### src/rtl/enc_8b10b.sv
// ---------------------------------------------------------------------------
// enc_8b10b -- pipelined 8b/10b line encoder (transmit side).
//
// Encodes one byte plus a control flag per cycle into a 10-bit symbol while
// tracking running disparity (RD) internally. Latency is two cycles and
// throughput is one symbol per cycle. There is no backpressure.
//
// Ports:
//   clk        in   1  single clock, rising edge
//   reset      in   1  synchronous, active-high; clears pipeline, RD := -1
//   din        in   8  byte, din[4:0] = EDCBA (x), din[7:5] = HGF (y)
//   kin        in   1  1 = encode din as control symbol K.x.y
//   din_valid  in   1  qualifies din/kin this cycle
//   dout       out 10  symbol, dout[9:4] = abcdei (a at bit 9),
//                      dout[3:0] = fghj (f at bit 3)
//   dout_valid out  1  dout carries an encoded input byte
//   rdispout   out  1  RD after dout (0 = -1, 1 = +1)
//   kerr       out  1  kin = 1 with a byte that is not a legal K code;
//                      that byte is then sent as data D.x.y
//
// Build option:
//   ENC_IDLE_COMMA_EN  when defined, cycles without din_valid emit K28.5 at
//                      the current RD (dout_valid = 0) and RD advances, so
//                      the link keeps seeing commas. When undefined, such
//                      cycles hold dout/rdispout and leave RD untouched.
// ---------------------------------------------------------------------------
module enc_8b10b (
    input  logic       clk,
    input  logic       reset,
    input  logic [7:0] din,
    input  logic       kin,
    input  logic       din_valid,
    output logic [9:0] dout,
    output logic       dout_valid,
    output logic       rdispout,
    output logic       kerr
);

    // -----------------------------------------------------------------------
    // Helpers
    // -----------------------------------------------------------------------

    // Legal control codes: K28.0-K28.7, K23.7, K27.7, K29.7, K30.7.
    function automatic logic is_legal_k(input logic [7:0] b);
        logic [4:0] x;
        logic [2:0] y;
        x = b[4:0];
        y = b[7:5];
        return (x == 5'd28) ||
               ((y == 3'd7) && ((x == 5'd23) || (x == 5'd27) ||
                                (x == 5'd29) || (x == 5'd30)));
    endfunction

    function automatic logic [2:0] ones6(input logic [5:0] c);
        logic [2:0] n;
        n = '0;
        for (int i = 0; i < 6; i++) begin
            n = n + {2'b00, c[i]};
        end
        return n;
    endfunction

    function automatic logic [2:0] ones4(input logic [3:0] c);
        logic [2:0] n;
        n = '0;
        for (int i = 0; i < 4; i++) begin
            n = n + {2'b00, c[i]};
        end
        return n;
    endfunction

    // 5b/6b sub-block. The table holds the RD- column; the RD+ column is
    // its complement for unbalanced entries. D.7 is the one balanced code
    // whose RD+ form differs (111000 / 000111).
    function automatic logic [5:0] enc_5b6b(input logic [4:0] x,
                                            input logic       k28,
                                            input logic       rd);
        logic [5:0] c;
        if (k28) begin
            c = 6'b001111;
        end else begin
            case (x)
                5'd1:    c = 6'b011101;
                5'd2:    c = 6'b101101;
                5'd3:    c = 6'b110001;
                5'd4:    c = 6'b110101;
                5'd5:    c = 6'b101001;
                5'd6:    c = 6'b011001;
                5'd7:    c = 6'b111000;
                5'd8:    c = 6'b111001;
                5'd9:    c = 6'b100101;
                5'd10:   c = 6'b010101;
                5'd11:   c = 6'b110100;
                5'd12:   c = 6'b001101;
                5'd13:   c = 6'b101100;
                5'd14:   c = 6'b011100;
                5'd15:   c = 6'b010111;
                5'd16:   c = 6'b011011;
                5'd17:   c = 6'b100011;
                5'd18:   c = 6'b010011;
                5'd19:   c = 6'b110010;
                5'd20:   c = 6'b001011;
                5'd21:   c = 6'b101010;
                5'd22:   c = 6'b011010;
                5'd23:   c = 6'b111010;
                5'd24:   c = 6'b110011;
                5'd25:   c = 6'b100110;
                5'd26:   c = 6'b010110;
                5'd27:   c = 6'b110110;
                5'd28:   c = 6'b001110;
                5'd29:   c = 6'b101110;
                5'd30:   c = 6'b011110;
                5'd31:   c = 6'b101011;
                default: c = 6'b100111;
            endcase
        end
        if (rd) begin
            if (!k28 && (x == 5'd7)) begin
                c = 6'b000111;
            end else if (ones6(c) != 3'd3) begin
                c = ~c;
            end
        end
        return c;
    endfunction

    // 3b/4b sub-block, RD- column stored. Under RD+ the code is complemented
    // when unbalanced, for D.x.3 (1100/0011), and for every K28 entry
    // (which covers the balanced K28.1/.5/.6 complements).
    function automatic logic [3:0] enc_3b4b(input logic [2:0] y,
                                            input logic       ktab,
                                            input logic       alt7,
                                            input logic       rd);
        logic [3:0] c;
        if (ktab) begin
            case (y)
                3'd1:    c = 4'b0110;
                3'd2:    c = 4'b1010;
                3'd3:    c = 4'b1100;
                3'd4:    c = 4'b1101;
                3'd5:    c = 4'b0101;
                3'd6:    c = 4'b1001;
                3'd7:    c = 4'b0111;
                default: c = 4'b1011;
            endcase
        end else begin
            case (y)
                3'd1:    c = 4'b1001;
                3'd2:    c = 4'b0101;
                3'd3:    c = 4'b1100;
                3'd4:    c = 4'b1101;
                3'd5:    c = 4'b1010;
                3'd6:    c = 4'b0110;
                3'd7:    c = alt7 ? 4'b0111 : 4'b1110;
                default: c = 4'b1011;
            endcase
        end
        if (rd && (ktab || (y == 3'd3) || (ones4(c) != 3'd2))) begin
            c = ~c;
        end
        return c;
    endfunction

    // -----------------------------------------------------------------------
    // Stage 1: capture input, classify K legality
    // -----------------------------------------------------------------------
    logic       vld_p1;
    logic [7:0] din_p1;
    logic       kok_p1;
    logic       kerr_p1;

    always_ff @(posedge clk) begin
        if (reset) begin
            vld_p1 <= 1'b0;
        end else begin
            vld_p1 <= din_valid;
        end
    end

    always_ff @(posedge clk) begin
        din_p1  <= din;
        kok_p1  <= kin & is_legal_k(din);
        kerr_p1 <= kin & ~is_legal_k(din);
    end

    // -----------------------------------------------------------------------
    // Stage 2: sub-block lookup against the live RD register
    // -----------------------------------------------------------------------
    logic       rd_p2;
    logic [4:0] sym_x;
    logic [2:0] sym_y;
    logic       sym_k;
    logic       k28;
    logic       alt7;
    logic       rd_mid;
    logic       rd_nxt;
    logic [5:0] code6;
    logic [3:0] code4;

    always_comb begin
        sym_x = din_p1[4:0];
        sym_y = din_p1[7:5];
        sym_k = kok_p1;
`ifdef ENC_IDLE_COMMA_EN
        if (!vld_p1) begin
            sym_x = 5'd28;
            sym_y = 3'd5;
            sym_k = 1'b1;
        end
`endif
        k28    = sym_k && (sym_x == 5'd28);
        code6  = enc_5b6b(sym_x, k28, rd_p2);
        rd_mid = rd_p2 ^ (ones6(code6) != 3'd3);
        // A7 avoids a run of five equal bits across the 6b/4b boundary;
        // control codes always take the 0111/1000 form.
        alt7   = sym_k ||
                 (!rd_mid && ((sym_x == 5'd17) || (sym_x == 5'd18) || (sym_x == 5'd20))) ||
                 ( rd_mid && ((sym_x == 5'd11) || (sym_x == 5'd13) || (sym_x == 5'd14)));
        code4  = enc_3b4b(sym_y, k28, alt7, rd_mid);
        rd_nxt = rd_mid ^ (ones4(code4) != 3'd2);
    end

    // RD is fed straight back into the lookup above, so back-to-back
    // symbols chain without a bubble.
    always_ff @(posedge clk) begin
        if (reset) begin
            dout       <= '0;
            dout_valid <= 1'b0;
            kerr       <= 1'b0;
            rd_p2      <= 1'b0;
        end else begin
            dout_valid <= vld_p1;
            kerr       <= vld_p1 & kerr_p1;
`ifdef ENC_IDLE_COMMA_EN
            dout       <= {code6, code4};
            rd_p2      <= rd_nxt;
`else
            if (vld_p1) begin
                dout  <= {code6, code4};
                rd_p2 <= rd_nxt;
            end
`endif
        end
    end

    assign rdispout = rd_p2;

endmodule
### config.mk
export PLATFORM = sky130hd
export DESIGN_NAME = enc_8b10b
export DESIGN_NICKNAME = d
export VERILOG_FILES = /design/src/rtl/enc_8b10b.sv
export SDC_FILE = /design/constraint.sdc
export NUM_CORES = 1
export LEC_CHECK = 0
export ABC_AREA = 1
export BUFFER_PORTS_ARGS = -buffer_cell sky130_fd_sc_hd__buf_4
export CAP_MARGIN = 0
export CELL_PAD_IN_SITES_DETAIL_PLACEMENT = 0
export CELL_PAD_IN_SITES_GLOBAL_PLACEMENT = 1
export CORE_MARGIN = 10
export CORE_UTILIZATION = 42
export DETAILED_ROUTE_END_ITERATION = 10
export PLACE_DENSITY_LB_ADDON = 0.1
export SYNTH_ARGS = -nofsm -noshare
export SYNTH_HDL_FRONTEND = slang
export SYNTH_SLANG_ARGS = --single-unit
### constraint.sdc
create_clock -name clk -period 11.96 [get_ports clk]
set_input_delay 1.794 -clock clk [delete_from_list [all_inputs] [get_ports clk]]
set_output_delay 1.794 -clock clk [all_outputs]
set_load 0.005 [all_outputs]
==> metrics.csv <==
stage,metric,value,unit
cts,CTS Hold Bufs,0,
placed_design,GP Congestion,0.859,
worst_setup_path,CP endpoint kind,register,
worst_setup_path,Setup crit start,din_p1[1]$_DFF_P_,
detailed_routing,wire length per cell,11.4,um
sta,final hold viol count,0,
sta,Tightest Pin Transition,0.625,ns
sta,Clock Skew,0.0119,ns
logic_synthesis,Syn Nets,304,
logic_synthesis,"Seq/Total Area, Yosys",30.2,%
logic_synthesis,Synth Flop Type,dfxtp_1,
final_layout,Final nets,331,
final_layout,"commonest cells after routing, fill and taps aside","nand2_1, inv_1, nor2_1",
pwr,P_int,0.293,mW
worst_setup_path,worst r2r src,din_p1[1]$_DFF_P_,
grt,initial antenna violation count,0,
pwr,Power Density,230,nW/um^2
grt,largest net degree at the start of global routing,22,
logic_synthesis,"FF+latch count, synth",30,
final_layout,Syn-to-layout area delta,15.7,%
cts,post-CTS setup buffer count,0,
pwr,Clock power frac,15.4,%
worst_setup_path,CP peak stage delay,0.55,ns
sta,RSZ-0062 raised after global routing,no,
pwr,switching share of power,44.5,%
floorplan,Die ar.,7880,um^2
detailed_routing,via count,1643,
pwr,VDD IR max,0.216,mV
floorplan,total core area,4470,um^2
placed_design,post-DP HPWL,3410,um
detailed_routing,Vias/cell,4.67,
logic_synthesis,post-synth cell types,36,
grt,total track usage,11.1,%
sta,Slew headroom,58.3,%
detailed_routing,Initial DRC Count,40,
cts,clk sink count,30,
sta,final cycle utilization of the critical path,76.0,%
pwr,LEAKAGE,1.20,nW
floorplan,Die Width,88.8,um
sta,Slew Limit Fails,0,
worst_setup_path,Worst Path Required,12.14,ns
run_status,status,"finished, final reports clean",
sta,Setup TNS Final,0,ns
detailed_routing,Post-DRT Antenna Nets,0,
cts,CTS tree,done,
hold_path,hold depth,2,
worst_setup_path,R2R Path End,rdispout$_SDFFE_PP0P_,
pwr,Psw,0.236,mW
pwr,Power Total,0.529,mW
grt,GRT overflow,0,
grt,vias in the first global route,1595,
final_layout,share of layout cells above drive strength 1,16.7,%
logic_synthesis,synth warn,0,
detailed_routing,routed wire length,4000,um
worst_setup_path,startpoint type of the worst setup path,register,
floorplan,Die H,88.8,um
hold_path,Hold EP,kerr$_SDFF_PP0_,
worst_setup_path,Crit Path Max Fanout,9,
detailed_routing,DRT Pass-1 Iters,4,
cts,Worst-Skew Late Latency,0.28,ns
final_layout,"most common cell after layout, fill and taps aside",nand2_1,
cts,CTS clock-pin slew for the worst setup and hold paths,0.07,ns
placed_design,I/O Buffers,24,
hold_path,hold crit path type,register to register,
cts,cts bufs inserted,5,
sta,final setup fails,0,
cts,Max H-tree Level,2,
worst_setup_path,CP bufs+invs,11,
floorplan,initial core utilization,44.4,%
floorplan,# rows,24,
floorplan,# IOs,25,
pwr,combinational power share,61.8,%
detailed_routing,DRC,0,
cts,post_cts resized,0,
cts,CTS Root Cell,clkbuf_8,
worst_setup_path,r2r worst-path depth,47,
logic_synthesis,share of async-settable or async-resettable flops after synthesis,0,%
job,max-cap check violation count,0,
final_layout,# diodes,0,
pwr,Flop pwr share,22.7,%
worst_setup_path,crit path kind,register to register,
grt,global-route wire length before repair,7000,um
worst_setup_path,reg2reg setup slack,2.87,ns
sta,Peak Freq,110,MHz
logic_synthesis,Synth area leader,dfxtp_1,
logic_synthesis,Syn Area/Cell,7.30,um^2
worst_setup_path,slowest CP cell,fa_1,
hold_path,Hold Startpoint,kerr_p1$_DFF_P_,
logic_synthesis,Syn Inst Count,272,
logic_synthesis,"top cells by area, synth","dfxtp_1, nand2_1, inv_1",
logic_synthesis,Yosys top cell area share,30.2,%
cts,Max Buffers Root-to-Sink,2,
worst_setup_path,"CP delay by family, top",adder cells,
logic_synthesis,Post-synth EDFFs,0,
worst_setup_path,CP arrival,9.27,ns
logic_synthesis,mapped cell area,1990,um^2
sta,min cycle time layout,9.09,ns
-- metal layers --
layer  global-route usage [%]  up-vias  part of all wire [%]
met5                        0        -                     0
met4                     3.52        0                   1.0
met3                     3.22        6                   3.6
met2                     17.2       21                    44
met1                     14.4      708                    52
li1                         -      908                     -
-- power groups by stage --
stage          Clock (mW)  Sequential, mW  Combinational (mW)
2_1_floorplan           0           0.120               0.262
3_3_place_gp            0           0.122               0.324
3_5_place_dp            0           0.123               0.331
4_1_cts            0.0847           0.120               0.334
5_1_grt            0.0894           0.122               0.390
6_report           0.0817           0.120               0.327
-- worst register-to-register path: cells and delay by family (launching register included) --
| kind | cells | cell delay (ns) |
|---|---|---|
| AND/OR/NAND/NOR | 18 | 2.38 |
| XOR/XNOR | 1 | 0.11 |
| buffers and inverters | 11 | 0.74 |
| adder cells (fa/ha/maj) | 14 | 4.82 |
| flip-flops | 1 | 0.33 |
| AO/OA/AOI/OAI | 3 | 0.65 |
-- synthesized netlist by cell type (all sizes together), types with 2 or more instances --
| library cell | instances |
|---|---|
| nand2 | 57 |
| inv | 51 |
| nor2 | 40 |
| dfxtp | 30 |
| nand3 | 15 |
| o21ai | 14 |
| ha | 13 |
| a21oi | 11 |
| fa | 7 |
| xor2 | 6 |
| o22ai | 5 |
| o211ai | 4 |
| buf | 3 |
| nor3b | 3 |
| nor4 | 3 |
| a31oi | 2 |
| or2 | 2 |
-- cells by family (layout without fill, tap and decap cells) --
kind of cell / Yosys count / after routing / synth area share (%)
AND/OR/NAND/NOR: 122 / 122 / 27.9
buffers and inverters: 55 / 83 / 11.0
AO/OA/AOI/OAI: 39 / 39 / 12.6
flip-flops: 30 / 30 / 30.2
adder cells (fa/ha/maj): 20 / 20 / 15.2
XOR/XNOR: 6 / 6 / 3.02
-- worst max-delay path by stage --
stage / to / cells after the start
after global routing: rdispout$_SDFFE_PP0P_ / 46
after global placement: rdispout$_SDFFE_PP0P_ / 47
after floorplan: rdispout$_SDFFE_PP0P_ / 46
final: rdispout$_SDFFE_PP0P_ / 47
after CTS: rdispout$_SDFFE_PP0P_ / 47
after detailed placement: rdispout$_SDFFE_PP0P_ / 47
-- per-stage QoR --
step	utilization [%]	instances	area [um^2]	worst slack (ns)	hold slack [ns]
after detailed placement	49.3	344	2210	2.82	0.440
after CTS	51.4	352	2300	2.81	0.457
after global routing	51.4	352	2300	2.11	0.483
after floorplan	-	272	1990	3.53	0.403
after global placement	49.3	344	2210	2.95	0.436
final	51.4	352	2300	2.87	0.450
-- final cells by class --
cell class | instances | area (um^2)
Clock buffer | 7 | 86.3
Clock inverter | 1 | 5.00
Fill cell | 457 | 2180
Inverter | 51 | 194
Multi-Input combinational cell | 187 | 1170
Sequential cell | 30 | 601
Tap cell | 52 | 65.1
Timing Repair Buffer | 24 | 180
Power figures use the tool's default switching activity.
